===== config.mk =====
export PLATFORM = sky130hd
export DESIGN_NAME = bus_initiator
export DESIGN_NICKNAME = d
export VERILOG_FILES = /design/src/rtl/bus_initiator.sv
export SDC_FILE = /design/constraint.sdc
export NUM_CORES = 1
export LEC_CHECK = 0
export ABC_AREA = 1
export BUFFER_PORTS_ARGS = -buffer_cell sky130_fd_sc_hd__buf_2
export CAP_MARGIN = 20
export CORE_MARGIN = 4
export CORE_UTILIZATION = 45
export CTS_CLUSTER_SIZE = 30
export DETAILED_ROUTE_END_ITERATION = 16
export MAX_ROUTING_LAYER = met4
export PLACE_DENSITY = 0.79
export SLEW_MARGIN = 20
export SYNTH_ARGS = -nofsm -noshare
export SYNTH_HDL_FRONTEND = slang
export SYNTH_SLANG_ARGS = --single-unit

===== constraint.sdc =====
create_clock -name clk -period 1.9 [get_ports clk]
set_input_delay 0.38 -clock clk [delete_from_list [all_inputs] [get_ports clk]]
set_output_delay 0.38 -clock clk [all_outputs]
set_load 0.03 [all_outputs]

===== src/rtl/bus_initiator.sv =====
// bus_initiator: bridges a core valid/ready command channel onto the femto
// peripheral bus. It checks alignment, issues a one-cycle req, and then waits
// for resp under an optional timeout. Errors are reported to the core and,
// when enabled, to the SoC fault inputs.
module bus_initiator #(
    parameter int                       XLEN           = 32,
    parameter int                       BUS_WIDTH      = 32,
    parameter int                       BUS_ACC_WIDTH  = 2,
    parameter logic [BUS_ACC_WIDTH-1:0] BUS_ACC_1B     = BUS_ACC_WIDTH'(0),
    parameter logic [BUS_ACC_WIDTH-1:0] BUS_ACC_2B     = BUS_ACC_WIDTH'(1),
    parameter logic [BUS_ACC_WIDTH-1:0] BUS_ACC_4B     = BUS_ACC_WIDTH'(2),
    parameter int                       TIMEOUT        = 255,
    parameter bit                       FAULT_EN       = 1'b1,
    parameter logic [7:0]               CAUSE_MISALIGN = 8'h04,
    parameter logic [7:0]               CAUSE_BUS      = 8'h05,
    parameter logic [7:0]               CAUSE_TIMEOUT  = 8'h06
) (
    input  logic                     clk,
    input  logic                     rst_b,
    // core-side command channel
    input  logic                     c_req,
    output logic                     c_rdy,
    input  logic [XLEN-1:0]          c_addr,
    input  logic                     c_w_rb,
    input  logic [BUS_ACC_WIDTH-1:0] c_acc,
    input  logic [BUS_WIDTH-1:0]     c_wdata,
    output logic                     c_done,
    output logic                     c_err,
    output logic [BUS_WIDTH-1:0]     c_rdata,
    // femto bus
    output logic [XLEN-1:0]          addr,
    output logic                     w_rb,
    output logic [BUS_ACC_WIDTH-1:0] acc,
    output logic [BUS_WIDTH-1:0]     wdata,
    output logic                     req,
    input  logic [BUS_WIDTH-1:0]     rdata,
    input  logic                     resp,
    input  logic                     fault,
    // SoC fault report
    output logic                     soc_fault,
    output logic [7:0]               soc_fault_cause,
    output logic [XLEN-1:0]          soc_fault_addr
);

    // A zero TIMEOUT would give a zero-width counter, so keep at least one bit.
    localparam int CNT_W = (TIMEOUT > 0) ? $clog2(TIMEOUT + 1) : 1;
    localparam logic [CNT_W-1:0] CNT_MAX = '1;

    typedef enum logic [1:0] {
        S_IDLE  = 2'd0,
        S_ISSUE = 2'd1,
        S_WAIT  = 2'd2,
        S_ERR   = 2'd3
    } state_t;

    state_t         state, state_next;
    logic [CNT_W-1:0] cnt, cnt_next;
    logic           accept;
    logic           complete;
    logic           fail;
    logic [7:0]     fail_cause;
    logic [XLEN-1:0] fail_addr;

    function automatic logic misaligned(input logic [BUS_ACC_WIDTH-1:0] a,
                                        input logic [1:0]               lo);
        logic m;
        m = 1'b0;
        if (a == BUS_ACC_2B)      m = lo[0];
        else if (a == BUS_ACC_4B) m = |lo;
        else if (a == BUS_ACC_1B) m = 1'b0;
        return m;
    endfunction

    // Bus request and core ready are pure decodes of the state, so an async
    // reset drops them in the same instant.
    assign req   = (state == S_ISSUE);
    assign c_rdy = (state == S_IDLE);

    // Next-state decode plus the completion/error strobes for the datapath.
    always_comb begin
        // NOTE: every signal gets a default before the case so no path leaves
        // one unassigned, which would otherwise infer a latch.
        state_next = state;
        cnt_next   = cnt;
        accept     = 1'b0;
        complete   = 1'b0;
        fail       = 1'b0;
        fail_cause = 8'h00;
        fail_addr  = addr;
        unique case (state)
            S_IDLE: begin
                // resp and fault are ignored here, which discards late responses.
                if (c_req) begin
                    accept    = 1'b1;
                    fail_addr = c_addr;
                    if (misaligned(c_acc, c_addr[1:0])) begin
                        fail       = 1'b1;
                        fail_cause = CAUSE_MISALIGN;
                        state_next = S_ERR;
                    end else begin
                        state_next = S_ISSUE;
                    end
                end
            end
            S_ISSUE: begin
                if (fault) begin
                    fail       = 1'b1;
                    fail_cause = CAUSE_BUS;
                    state_next = S_ERR;
                end else if (resp) begin
                    complete   = 1'b1;
                    state_next = S_IDLE;
                end else begin
                    cnt_next   = '0;
                    state_next = S_WAIT;
                end
            end
            S_WAIT: begin
                // fault is only meaningful alongside req, so it is not sampled here.
                if (resp) begin
                    complete   = 1'b1;
                    state_next = S_IDLE;
                end else if ((TIMEOUT != 0) && (32'(cnt) == 32'(TIMEOUT - 1))) begin
                    fail       = 1'b1;
                    fail_cause = CAUSE_TIMEOUT;
                    state_next = S_ERR;
                end else if (cnt != CNT_MAX) begin
                    cnt_next = cnt + 1'b1;
                end
            end
            S_ERR: begin
                state_next = S_IDLE;
            end
            default: state_next = S_IDLE;
        endcase
    end

    // State register and wait counter.
    always_ff @(posedge clk or negedge rst_b) begin
        // NOTE: sequential state uses non-blocking assignments so every
        // register samples pre-edge values regardless of statement order.
        if (!rst_b) begin
            state <= S_IDLE;
            cnt   <= '0;
        end else begin
            state <= state_next;
            cnt   <= cnt_next;
        end
    end

    // Command capture, completion/error reporting and read-data return.
    always_ff @(posedge clk or negedge rst_b) begin
        if (!rst_b) begin
            addr            <= '0;
            w_rb            <= 1'b0;
            acc             <= '0;
            wdata           <= '0;
            c_done          <= 1'b0;
            c_err           <= 1'b0;
            c_rdata         <= '0;
            soc_fault       <= 1'b0;
            soc_fault_cause <= 8'h00;
            soc_fault_addr  <= '0;
        end else begin
            if (accept) begin
                addr  <= c_addr;
                w_rb  <= c_w_rb;
                acc   <= c_acc;
                wdata <= c_wdata;
            end
            c_done    <= complete | fail;
            c_err     <= fail;
            soc_fault <= FAULT_EN & fail;
            if (complete && !w_rb) begin
                c_rdata <= rdata;
            end
            if (FAULT_EN && fail) begin
                soc_fault_cause <= fail_cause;
                soc_fault_addr  <= fail_addr;
            end
        end
    end

endmodule


Word level (Yosys, flattened, before mapping)
Cells that the tools add are included.
{"block": "word_totals", "regBits": 151, "latch_bits": 0, "ramBits": 0, "rom_bits": 0, "inputBits": 104, "wordCells": 70, "memories": 0}
{"block": "op_classes", "add_sub_neg": 1, "multipliers": 0, "div_mod_pow": 0, "magnitude_cmp": 0, "n_eq_ne": 14, "shifts": 0, "n_mux": 36, "n_bitwise": 1, "n_reduce_logical": 7}
{"operator": "32-bit 2-to-1 mux", "n": 2}
{"operator": "8-bit 2-to-1 mux", "n": 5}
{"operator": "8-bit one-hot mux with 2 select lines", "n": 1}
{"operator": "3-bit 2-to-1 mux", "n": 5}
{"operator": "1-bit 2-to-1 mux", "n": 13}
{"operator": "2-bit 2-to-1 mux", "n": 6}
{"operator": "2-bit != test (second input constant)", "n": 6}
{"operator": "3-bit one-hot mux with 3 select lines", "n": 1}
{"operator": "8-bit by 1-bit adder with 8-bit output (second input constant)", "n": 1}
{"operator": "8-bit equality test (second input constant)", "n": 1}
{"operator": "8-bit != test (second input constant)", "n": 1}
{"operator": "2-bit one-hot mux with 4 select lines", "n": 1}
{"operator": "2-bit equality test (second input constant)", "n": 3}
{"operator": "6-bit AND reduction", "n": 1}
{"operator": "2-bit by 1-bit equality test with 1-bit output (second input constant)", "n": 2}
{"operator": "3-bit != test (second input constant)", "n": 1}
{"operator": "1-bit one-hot mux with 3 select lines", "n": 1}
{"operator": "2-bit zero test", "n": 1}
{"operator": "1-bit one-hot mux with 2 select lines", "n": 1}
{"operator": "2-bit AND reduction", "n": 1}
{"operator": "2-bit nonzero test", "n": 1}
{"operator": "2-bit OR reduction", "n": 1}
{"operator": "1-bit logical AND", "n": 1}
{"operator": "1-bit zero test", "n": 1}
{"operator": "1-bit OR", "n": 1}

Depth between registers and ports, before layout
Gate-level depths: netlist of the first run.
{"block": "logic_depth", "word_depth": 9, "depth_mapped": 11, "ltp_nobuf": 9}

Worst setup path before layout of the first run
OpenSTA, ideal clock, no wires.
{"block": "synth_timing", "kind": "flip-flop to flip-flop", "startpoint": "reg state[0]", "endpoint": "reg soc_fault_addr[10]", "arrival_time_ns": 1.711, "path_slack_ns": 0.071, "stages_incl_launch_ff": 11, "path_buffers": 1, "period_less_slack_ns": 1.829, "cell_sequence": "dfrtp_1 > inv_1 > ha_1 > nand2_1 > inv_1 > nand3_1 > nand3_4 > nand2_4 > buf_6 > nand2_1 > nand2_1"}
{"block": "synth_via", "elab_chain_cells": 2, "elab_cells_between_ends": 5, "classes_between": "eq/ne: 2; mux: 2; reduce/logical: 1"}
{"item": "start, declared", "line_no": "56", "rtl": "state_t state, state_next;"}
{"item": "start signal, assigned", "line_no": "146", "rtl": "state <= state_next;"}
{"item": "2-bit zero test (*)"}
{"item": "named net c_rdy", "line_no": "22", "rtl": "output logic c_rdy,"}
{"item": "1-bit one-hot mux with 3 select lines or 32-bit 2-to-1 mux (tied branches)", "line_no": "90", "rtl": "unique case (state)"}
{"item": "end signal, assigned", "line_no": "179", "rtl": "soc_fault_addr <= fail_addr;"}
{"item": "end, declared", "line_no": "42", "rtl": "output logic [XLEN-1:0] soc_fault_addr"}
Mark *: on every way through the listed nets, which the timed path passes. The rest lies on a longest branch.
A chain may end at the register's enable or synchronous reset.

Worst setup path in the final report of the first run
{"block": "layout_timing", "startpoint": "reg state[1]", "endpoint": "reg c_rdata[30]"}
{"block": "layout_via", "elab_chain_cells": 3, "elab_cells_between_ends": 4, "classes_between": "eq/ne: 2; mux: 1; reduce/logical: 1"}
{"item": "2-bit equality test or 2-bit by 1-bit equality test with 1-bit output (tied branches)", "line_no": "90"}
{"item": "1-bit one-hot mux with 2 select lines (*)", "line_no": "90"}
{"item": "1-bit logical AND (*)", "line_no": "174", "rtl": "if (complete && !w_rb) begin"}
{"item": "end signal, assigned", "line_no": "175", "rtl": "c_rdata <= rdata;"}
{"item": "end, declared", "line_no": "29", "rtl": "output logic [BUS_WIDTH-1:0] c_rdata,"}
Mark *: on every way between the ends. The rest lies on a longest branch, timed or not.

==> summary.txt, run 1 <==
Pwr
  • Sw Ratio: 46.28%
  • Max IR drop VDD: 0.9103 mV
  • Total power: 15.58 mW
  • Sequential power share: 32.9%
  • Pwr Density: 1894 nW/um^2
  • Comb pwr share: 46.6%
  • Clk pwr share: 20.4%
  • Cell internal pwr: 8.372 mW
  • P_sw: 7.212 mW
  • Pleak: 4.831 nW

Route
  • Routed length per instance: 14.62 um
  • DR iter-0 viols: 326
  • DRC: 0
  • First-pass detailed-route iteration total: 4
  • DRT Wirelength: 16.62 mm
  • Routed Antenna Nets: 0
  • Vias per cell: 4.741
  • Vias: 5391

Yosys
  • EDFF count, synth: 0
  • Netlist Area Pre-Place: 6211 um^2
  • Syn Inst Count: 695
  • Count leader, synth: nand2_1
  • Post-synth cell types: 29
  • Largest cells by area after synthesis: dfrtp_1, nand2_1, o21ai_2, inv_1, nand3_1
  • Synth Flop Type: dfrtp_1
  • Yosys top cell area share: 58.82%
  • Seq cells post-synth: 146
  • List of most frequent post-synthesis cells: nand2_1, dfrtp_1, inv_1, nand3_1, o21ai_2
  • YS warnings: 0
  • Sequential area share after synthesis: 58.82%
  • Largest area contributor in the netlist: dfrtp_1
  • Syn avg cell area: 8.937 um^2
  • Async SR Flop Fraction: 100.0%

Run
  • Max Cap Violations: 0

Setup path
  • Critical path peak fanout: 32
  • Worst EP arrival: 2.07 ns
  • CP Launch Type: flop
  • WS Path Type: flop to flop
  • CP Data Required Time: 2.19 ns
  • Critical Path End Type: flop

Die
  • Initial Util: 46.35%
  • Die Span X: 125.5 um
  • Die ar.: 15750 um^2
  • Die Y-Extent: 125.5 um
  • Row count: 42
  • Core Region: 13400 um^2
  • IO Pins: 248

GRT
  • First-pass GRT wire length: 26.46 mm
  • Initial antenna violation count: 1
  • Vias in the first global route: 5283
  • GRT Util Overall: 21.56%
  • Largest net degree at the start of global routing: 65
  • Global route overflow: 0

Placement
  • Gpl congestion: 0.8194
  • Port Buf Inserts: 242
  • Post-DP HPWL: 11.93 mm

Layout
  • Fillers: 1153
  • Net count, final: 1057
  • Util after Layout: 61.40%
  • Sequential cell area: 3654 um^2
  • Synth-to-layout area growth: 32.47%
  • Multi-input logic area: 2101 um^2
  • Share of layout cells above drive strength 1: 36.15%

Clocking
  • Clk pin slew, worst setup/hold paths: 0.06 ns
  • Clk buf depth: 2
  • Clock latency at the later pin of the worst-skew pair: 0.41 ns
  • CTS Buf Count: 17
  • CTS tree: done
  • Htree depth: 4
  • Clock root cell: clkbuf_16
  • Clock sink total: 146

STA
  • Final Hold Viols: 0
  • Hold WS: 0.1639 ns
  • Total Neg Setup Slack: 0 ns
  • RSZ-0062 raised after global routing: false
  • Fmax: 0.5615 GHz
  • Final period util: 93.73%
  • Min cycle time layout: 1.781 ns
  • Max Clock Skew: 0.007958 ns
  • Final setup viols: 0
  • Pins over their slew limit: 0

Min path
  • Tightest Hold Check Type: input pin to flop

Status
  • Outcome: complete, no violations
[final cells by class]
| cell class | count | area share, % |
|---|---|---|
| sequential | 146 | 44.40 |
| inverter | 57 | 2.600 |
| clock buffer | 17 | 5.170 |
| timing repair buffer | 267 | 17.87 |
| tap | 176 | 2.676 |
| multi-input combinational | 458 | 25.53 |
| clock inverter | 15 | 1.718 |
| antenna | 1 | 0.03041 |
[power groups by stage]
stage          registers (mW)  clock network (mW)  logic [mW]
2_1_floorplan            7.62                   0        2.52
3_3_place_gp             5.12                   0        7.11
3_5_place_dp             5.15                   0        7.26
4_1_cts                  5.13                3.26        7.27
5_1_grt                  5.30                3.40        7.86
6_report                 5.13                3.18        7.27
[sequential cells by signal, indices dropped and copies added, names as in the netlist]
signal / flops
soc_fault_addr: 32
acc: 2
state: 2
cnt: 8
soc_fault_cause: 3
c_rdata: 32
c_done: 1
addr: 32
soc_fault: 1
w_rb: 1
wdata: 32
[cell usage in the layout, fill, tap and decap left out, types with 2 or more instances in the layout]
master and n:
clkbuf_16 18, o21ai_2 32, nor2_1 5, clkinvlp_4 5, inv_1 54, dfrtp_1 146
ha_2 2, nand4_1 4, nor2_2 4, bufinv_16 2, ha_1 4, inv_2 2
or2_2 2, nor3_1 2, nand2_2 2, clkinv_2 7, buf_6 3, buf_2 241
nand3_1 41, nand2_1 333, conb_1 5, buf_4 18, buf_12 3, o21ai_0 12
a21oi_1 2
[path summary, 6_finish.rpt]
check	startpoint	end	slack [ns]	depth (start not counted)
setup / recovery	state[1]	c_rdata[30]	0.12	9
max in group asynchronous	rst_b	addr[0]	0.85	3
hold / removal	c_wdata[10]	wdata[10]	0.16	3
hold reg to reg	soc_fault_cause[2]	soc_fault_cause[2]	0.46	2
min in group asynchronous	rst_b	wdata[26]	0.49	2
setup reg to reg	state[1]	c_rdata[30]	0.12	9
[through the flow]
| stage | instance area [um^2] | setup slack (ns) | cells |
|---|---|---|---|
| after global routing | 8228 | 0.04242 | 1137 |
| final | 8228 | 0.1190 | 1137 |
| after floorplan | 6226 | 0.07138 | 699 |
| after detailed placement | 7585 | 0.08459 | 1100 |
| after CTS | 8162 | 0.06024 | 1133 |
| after global placement | 7585 | 0.1291 | 1100 |
[critical path, cell delays in order, from the launching register on]
cell	delay (ns)
dfrtp_1	0.39
inv_1	0.08
ha_2	0.31
nand2_1	0.06
nor2_2	0.10
nand2_1	0.10
or2_4	0.29
buf_12	0.17
nand2_1	0.09
o21ai_2	0.06
[cells by family (layout without fill, tap and decap cells)]
logic type / after synthesis / in the layout / share of synthesized area, %
xor gates and xnor gates: 2 / 2 / 0.2821
other: 1 / 6 / 0.06038
DFF: 146 / 146 / 58.82
and+or+nand+nor: 398 / 398 / 25.97
buffers and inverters: 95 / 356 / 7.897
AOI/OAI and AO/OA: 47 / 47 / 5.762
adders and majority gates: 6 / 6 / 1.209
[what timing repair did]
item,CTS,global route
hold buffers,1,0
setup buffers,0,1
gates resized for setup,0,5
endpoints found under the hold margin,40,0
endpoints found under the setup margin,0,67
[layer usage]
metal	GRT usage [%]	share of wire, %	vias up
li1	-	-	2627
met1	27.11	42	2545
met2	34.90	50	203
met3	4.691	6.6	16
met4	7.079	1.1	0
met5	-	0	-
(Power assumes the default switching activity.)
==> inputs of run 2 (changes only) <==
- BUFFER_PORTS_ARGS: -buffer_cell sky130_fd_sc_hd__buf_2 -> unset
- CORE_ASPECT_RATIO: unset -> 0.75
- DONT_BUFFER_PORTS: unset -> 1
- PLACE_DENSITY: 0.79 -> 0.64
==> summary.txt, run 2 (same netlist as run 1, synthesis figures left out) <==
Route
  • Vias: 4441 (-18%)
  • DRT Wirelength: 15.39 mm (-7.4%)
  • Routed length per instance: 17.49 um (+20%)
  • Routed Antenna Nets: 0 (unchanged)
  • DR iter-0 viols: 256 (-21%)
  • DRC: 0 (unchanged)
  • Vias per cell: 5.047 (+6.4%)
  • First-pass detailed-route iteration total: 4 (unchanged)

Pwr
  • Max IR drop VDD: 1.107 mV (+22%)
  • Pwr Density: 2098 nW/um^2 (+11%)
  • Pleak: 3.794 nW (-21%)

STA
  • Fmax: 0.5726 GHz (+2.0%)
  • Final period util: 91.92% (-1.8 points)
  • Hold WS: -0.3417 ns (-0.5056 ns)
  • Final setup viols: 0 (unchanged)
  • Final Hold Viols: 146 (+146)
  • Worst-Margin Slew: 0.5880 ns
  • Min cycle time layout: 1.746 ns (-0.03448 ns)
  • Total Neg Setup Slack: 0 ns (unchanged)
  • RSZ-0062 raised after global routing: false
  • Pins over their slew limit: 0 (unchanged)
  • Max Clock Skew: 0.01014 ns (+0.002182 ns)
  • Slew margin rel.: 60.83%

Placement
  • Gpl congestion: 0.8344 (+1.8%)
  • Port Buf Inserts: 0 (-100%)
  • Post-DP HPWL: 10.75 mm (-9.9%)

Die
  • Die Y-Extent: 109.7 um (-13%)
  • Die Span X: 143.7 um (+14%)
  • Die ar.: 15770 um^2 (+0.13%)
  • Row count: 36 (-14%)
  • IO Pins: 248 (unchanged)
  • Core Region: 13240 um^2 (-1.2%)
  • Initial Util: 46.90% (+0.55 points)

Layout
  • Util after Layout: 52.94% (-8.5 points)
  • Most frequent cells in the layout: nand2_1, dfrtp_1, inv_1
  • Sequential cell area: 3654 um^2 (unchanged)
  • Fillers: 1185 (+2.8%)
  • Net count, final: 806 (-24%)
  • ANT cells: 0 (-1)
  • Synth-to-layout area growth: 12.87%
  • Multi-input logic area: 2096 um^2 (-0.24%)
  • Commonest non-fill, non-tap cell in the layout: nand2_1
  • Share of layout cells above drive strength 1: 13.40% (-23 points)

Clocking
  • Clk buf depth: 2 (unchanged)
  • Htree depth: 4 (unchanged)
  • Clock sink total: 146 (unchanged)
  • Post-CTS Setup Repair Bufs: 0 (unchanged)
  • Clk pin slew, worst setup/hold paths: 0.06 ns (about the same)
  • Clock root cell: clkbuf_16
  • Clock latency at the later pin of the worst-skew pair: 0.42 ns (about the same)
  • CTS tree: done
  • CTS Buf Count: 17 (unchanged)

Setup path
  • CP Cell Sequence: inv_1, ha_1, buf_4
  • Reg2Reg Capture Point: c_rdata[3]
  • WS Path Type: flop to output port
  • CP startpoint: state[1]
  • Slowest cell on crit path: dfrtp_1
  • CP Launch Type: flop
  • Flop2flop setup slack: 0.17 ns (+0.05 ns)
  • Critical Path End Type: output port
  • Critical Path Stages: 3 (-6)
  • Worst EP arrival: 1.37 ns (-0.70 ns)
  • Critical R2R Launch: state[0]
  • Worst R2R Path Depth: 8 (-1)
  • Buf/Inv on CP: 2 (unchanged)
  • Critical path peak fanout: 4 (-88%)
  • CP Data Required Time: 1.52 ns (-0.67 ns)
  • Family with the most delay on the worst path: flip-flops
  • Slowest stage delay, CP: 0.41 ns (+0.02 ns)
  • Critical Path Sink: req

GRT
  • GRT Util Overall: 20.04% (-1.5 points)
  • Initial antenna violation count: 0 (-1)
  • Global route overflow: 0 (unchanged)
  • Vias in the first global route: 4457 (-16%)
  • First-pass GRT wire length: 23.43 mm (-11%)
  • Largest net degree at the start of global routing: 147 (+130%)

Status
  • Outcome: finished with violations
  • Failing checks: hold timing

Run
  • Max Cap Violations: 0 (unchanged)

Min path
  • Tightest Hold Check Type: input pin to asynchronous set/reset pin
[run 2: report_power, final]
part | switching (mW) | internal, mW
Sequential | 3.63 | 4.38
Combinational | 1.97 | 1.09
Clock | 1.29 | 2.35
[run 2: area by class of cell]
type                            instances  share of cell area, %
Clock buffer                           21                  6.853
Clock inverter                         11                  2.481
Inverter                               57                  3.052
Multi-Input combinational cell        458                  29.89
Sequential cell                       146                  52.11
Tap cell                              171                  3.052
Timing Repair Buffer                   16                  2.552
[run 2: stage by stage]
step / power [mW] / instance area [um^2] / hold slack, ns / setup slack (ns) / std cells
global placement: 10.98 / 6316 / 0.08799 / 0.1443 / 847
detailed placement: 11.12 / 6316 / 0.08763 / 0.07275 / 847
global route: 15.59 / 7010 / -0.3724 / 0.02017 / 880
floorplan: 10.14 / 6226 / 0.08441 / 0.07138 / 699
finish: 14.70 / 7010 / -0.3417 / 0.1535 / 880
CTS: 14.82 / 6970 / -0.3678 / 0.05513 / 879
[run 2: worst min-delay path by stage]
| stage | startpoint | end | slack [ns] |
|---|---|---|---|
| floorplan | rst_b | acc[0] | 0.08 |
| global placement | rst_b | wdata[29] | 0.09 |
| detailed placement | rst_b | c_rdata[8] | 0.09 |
| CTS | rst_b | c_rdata[8] | -0.37 |
| global route | rst_b | c_rdata[8] | -0.37 |
| finish | rst_b | c_rdata[19] | -0.34 |
[run 2: repair_timing]
item | CTS | global route
resized for setup | 0 | 3
hold endpoints to repair | 146 | 146
endpoints found under the setup margin | 0 | 28
[run 2: per-layer routing]
metal | track usage (%) | vias to the layer above | part of all wire (%) | wire [um]
met2 | 29.85 | 197 | 46 | 7061
met5 | - | - | 0 | 0
li1 | - | 2132 | - | -
met3 | 8.826 | 24 | 12 | 1811
met1 | 23.91 | 2088 | 40 | 6182
met4 | 8.333 | 0 | 2.2 | 336
==> inputs of run 3 (changes only) <==
- RECOVER_POWER: unset -> 100
==> summary.txt, run 3 (same netlist as run 1, synthesis figures left out) <==
Status
  • Outcome: finished with violations
  • Failing checks: hold timing

Layout
  • Fillers: 1230 (+3.8%)
  • Commonest non-fill, non-tap cell in the layout: nand2_1
  • Finished Cell Area: 6880 um^2 (-1.9%)
  • Synth-to-layout area growth: 10.78%
  • Util after Layout: 51.96% (-0.98 points)
  • Net count, final: 806 (unchanged)
  • ANT cells: 0 (unchanged)
  • Share of layout cells above drive strength 1: 9.450% (-3.9 points)
  • Most frequent cells in the layout: nand2_1, dfrtp_1, inv_1

Pwr
  • Comb pwr share: 19.7% (-1.1 points)
  • P_sw: 6.797 mW (-1.3%)
  • Total power: 14.51 mW (-1.4%)
  • Sw Ratio: 46.85% (about the same)
  • Cell internal pwr: 7.709 mW (-1.4%)
  • Sequential power share: 55.2% (+0.7 points)
  • Max IR drop VDD: 1.105 mV (-0.13%)
  • Pleak: 3.739 nW (-1.5%)
  • Clk pwr share: 25.1% (+0.4 points)
  • Pwr Density: 2108 nW/um^2 (+0.51%)

Placement
  • Post-DP HPWL: 10.75 mm (unchanged)
  • Gpl congestion: 0.8344 (unchanged)
  • Placed Area: 6316 um^2 (unchanged)
  • Dpl ws: 0.07275 ns (unchanged)
  • Port Buf Inserts: 0 (unchanged)

Setup path
  • WS Path Type: flop to output port
  • Buf/Inv on CP: 2 (unchanged)
  • Critical Path Stages: 3 (unchanged)
  • CP Cell Sequence: inv_1, ha_1, clkbuf_2
  • Slowest cell on crit path: dfrtp_1
  • Critical Path End Type: output port
  • Flop2flop setup slack: 0.14 ns (-0.03 ns)
  • Worst R2R Path Depth: 9 (+1)
  • Critical path peak fanout: 4 (unchanged)
  • CP Launch Type: flop
  • Family with the most delay on the worst path: flip-flops
  • Worst EP arrival: 1.41 ns (+0.04 ns)
  • Slowest stage delay, CP: 0.41 ns (about the same)
  • CP Data Required Time: 1.52 ns (about the same)

STA
  • Final WS setup: 0.1067 ns (-0.04684 ns)
  • Total Neg Setup Slack: 0 ns (unchanged)
  • Fmax: 0.5576 GHz (-2.6%)
  • Max Clock Skew: 0.009798 ns (-0.0003426 ns)
  • Final period util: 94.38% (+2.5 points)
  • Hold WS: -0.3425 ns (-0.0008710 ns)
  • Final Hold Viols: 146 (unchanged)
  • Worst-Margin Slew: 0.5899 ns (+0.001935 ns)
  • RSZ-0062 raised after global routing: false
  • Pins over their slew limit: 0 (unchanged)
  • Final setup viols: 0 (unchanged)
  • Min cycle time layout: 1.793 ns (+0.04684 ns)
  • Slew margin rel.: 60.70% (-0.13 points)

Route
  • Routed length per instance: 17.48 um (about the same)
  • DRT Wirelength: 15.38 mm (about the same)
  • DR iter-0 viols: 274 (+7.0%)
  • Vias: 4486 (+1.0%)
  • DRC: 0 (unchanged)
  • First-pass detailed-route iteration total: 5 (+1)
  • Vias per cell: 5.098 (+1.0%)
  • Routed Antenna Nets: 0 (unchanged)

Clocking
  • CTS tree: done
  • Clock latency at the later pin of the worst-skew pair: 0.42 ns (about the same)
  • Clock root cell: clkbuf_16
  • Clock sink total: 146 (unchanged)
  • Post-CTS Setup Repair Bufs: 0 (unchanged)
  • Clk pin slew, worst setup/hold paths: 0.06 ns (about the same)
  • Clk buf depth: 2 (unchanged)
  • CTS Buf Count: 17 (unchanged)
  • Htree depth: 4 (unchanged)

GRT
  • Met3 Track Usage GR: 8.826% (unchanged)
  • Met1 Usage GRT: 23.91% (unchanged)
  • Global route overflow: 0 (unchanged)
  • Most used routing layer: met2
  • Largest net degree at the start of global routing: 147 (unchanged)
  • Initial antenna violation count: 0 (unchanged)
  • First-pass GRT wire length: 23.43 mm (unchanged)
  • Met2 usage: 29.85% (unchanged)
  • GRT Util Overall: 20.04% (unchanged)
  • Vias in the first global route: 4457 (unchanged)

Die
  • Initial Util: 46.90% (unchanged)
  • Die ar.: 15770 um^2 (unchanged)
  • Die Y-Extent: 109.7 um (unchanged)
  • Row count: 36 (unchanged)
  • Core Region: 13240 um^2 (unchanged)
  • Die Span X: 143.7 um (unchanged)
  • IO Pins: 248 (unchanged)

Min path
  • Tightest Hold Check Type: input pin to asynchronous set/reset pin

Run
  • Max Cap Violations: 0 (unchanged)
run 3: area by class of cell:
| type | count | area (um^2) | share of cell area (%) |
|---|---|---|---|
| flip-flops and latches | 146 | 3654 | 53.10 |
| multi-input cells | 458 | 1991 | 28.93 |
| clock buffers | 21 | 480.5 | 6.983 |
| inverters | 57 | 214.0 | 3.110 |
| well taps | 171 | 214.0 | 3.110 |
| clock inverters | 11 | 173.9 | 2.528 |
| repair buffers | 16 | 153.9 | 2.237 |
run 3: power by group through the flow:
stage	clock network, mW	registers [mW]	logic (mW)
floorplan	0	7.62	2.52
finish	3.64	8.01	2.86
global route	3.86	8.19	3.35
detailed placement	0	8.07	3.05
CTS	3.71	8.05	3.06
global placement	0	8.09	2.89
run 3: repair_timing:
item / CTS / global route
endpoints found under the setup margin: 0 / 28
gates resized for setup: 0 / 3
hold endpoints to repair: 146 / 146
run 3: worst paths after layout:
path / start / to
worst max-delay path: state[1] / req
worst min-delay path: rst_b / c_rdata[19]
worst max register to register: state[0] / c_rdata[31]
worst min register to register: cnt[1] / cnt[1]
max in group asynchronous: rst_b / soc_fault_addr[13]
min in group clk: c_wdata[1] / wdata[1]
run 3: routing by layer:
layer,part of all wire [%],up-vias
li1,-,2133
met1,40,2123
met2,46,206
met3,12,24
met4,2.1,0
met5,0,-
run 3: through the flow:
stage / hold slack, ns / instances
finish: -0.3425 / 880
global route: -0.3724 / 880
CTS: -0.3678 / 879
detailed placement: 0.08763 / 847
global placement: 0.08799 / 847
floorplan: 0.08441 / 699
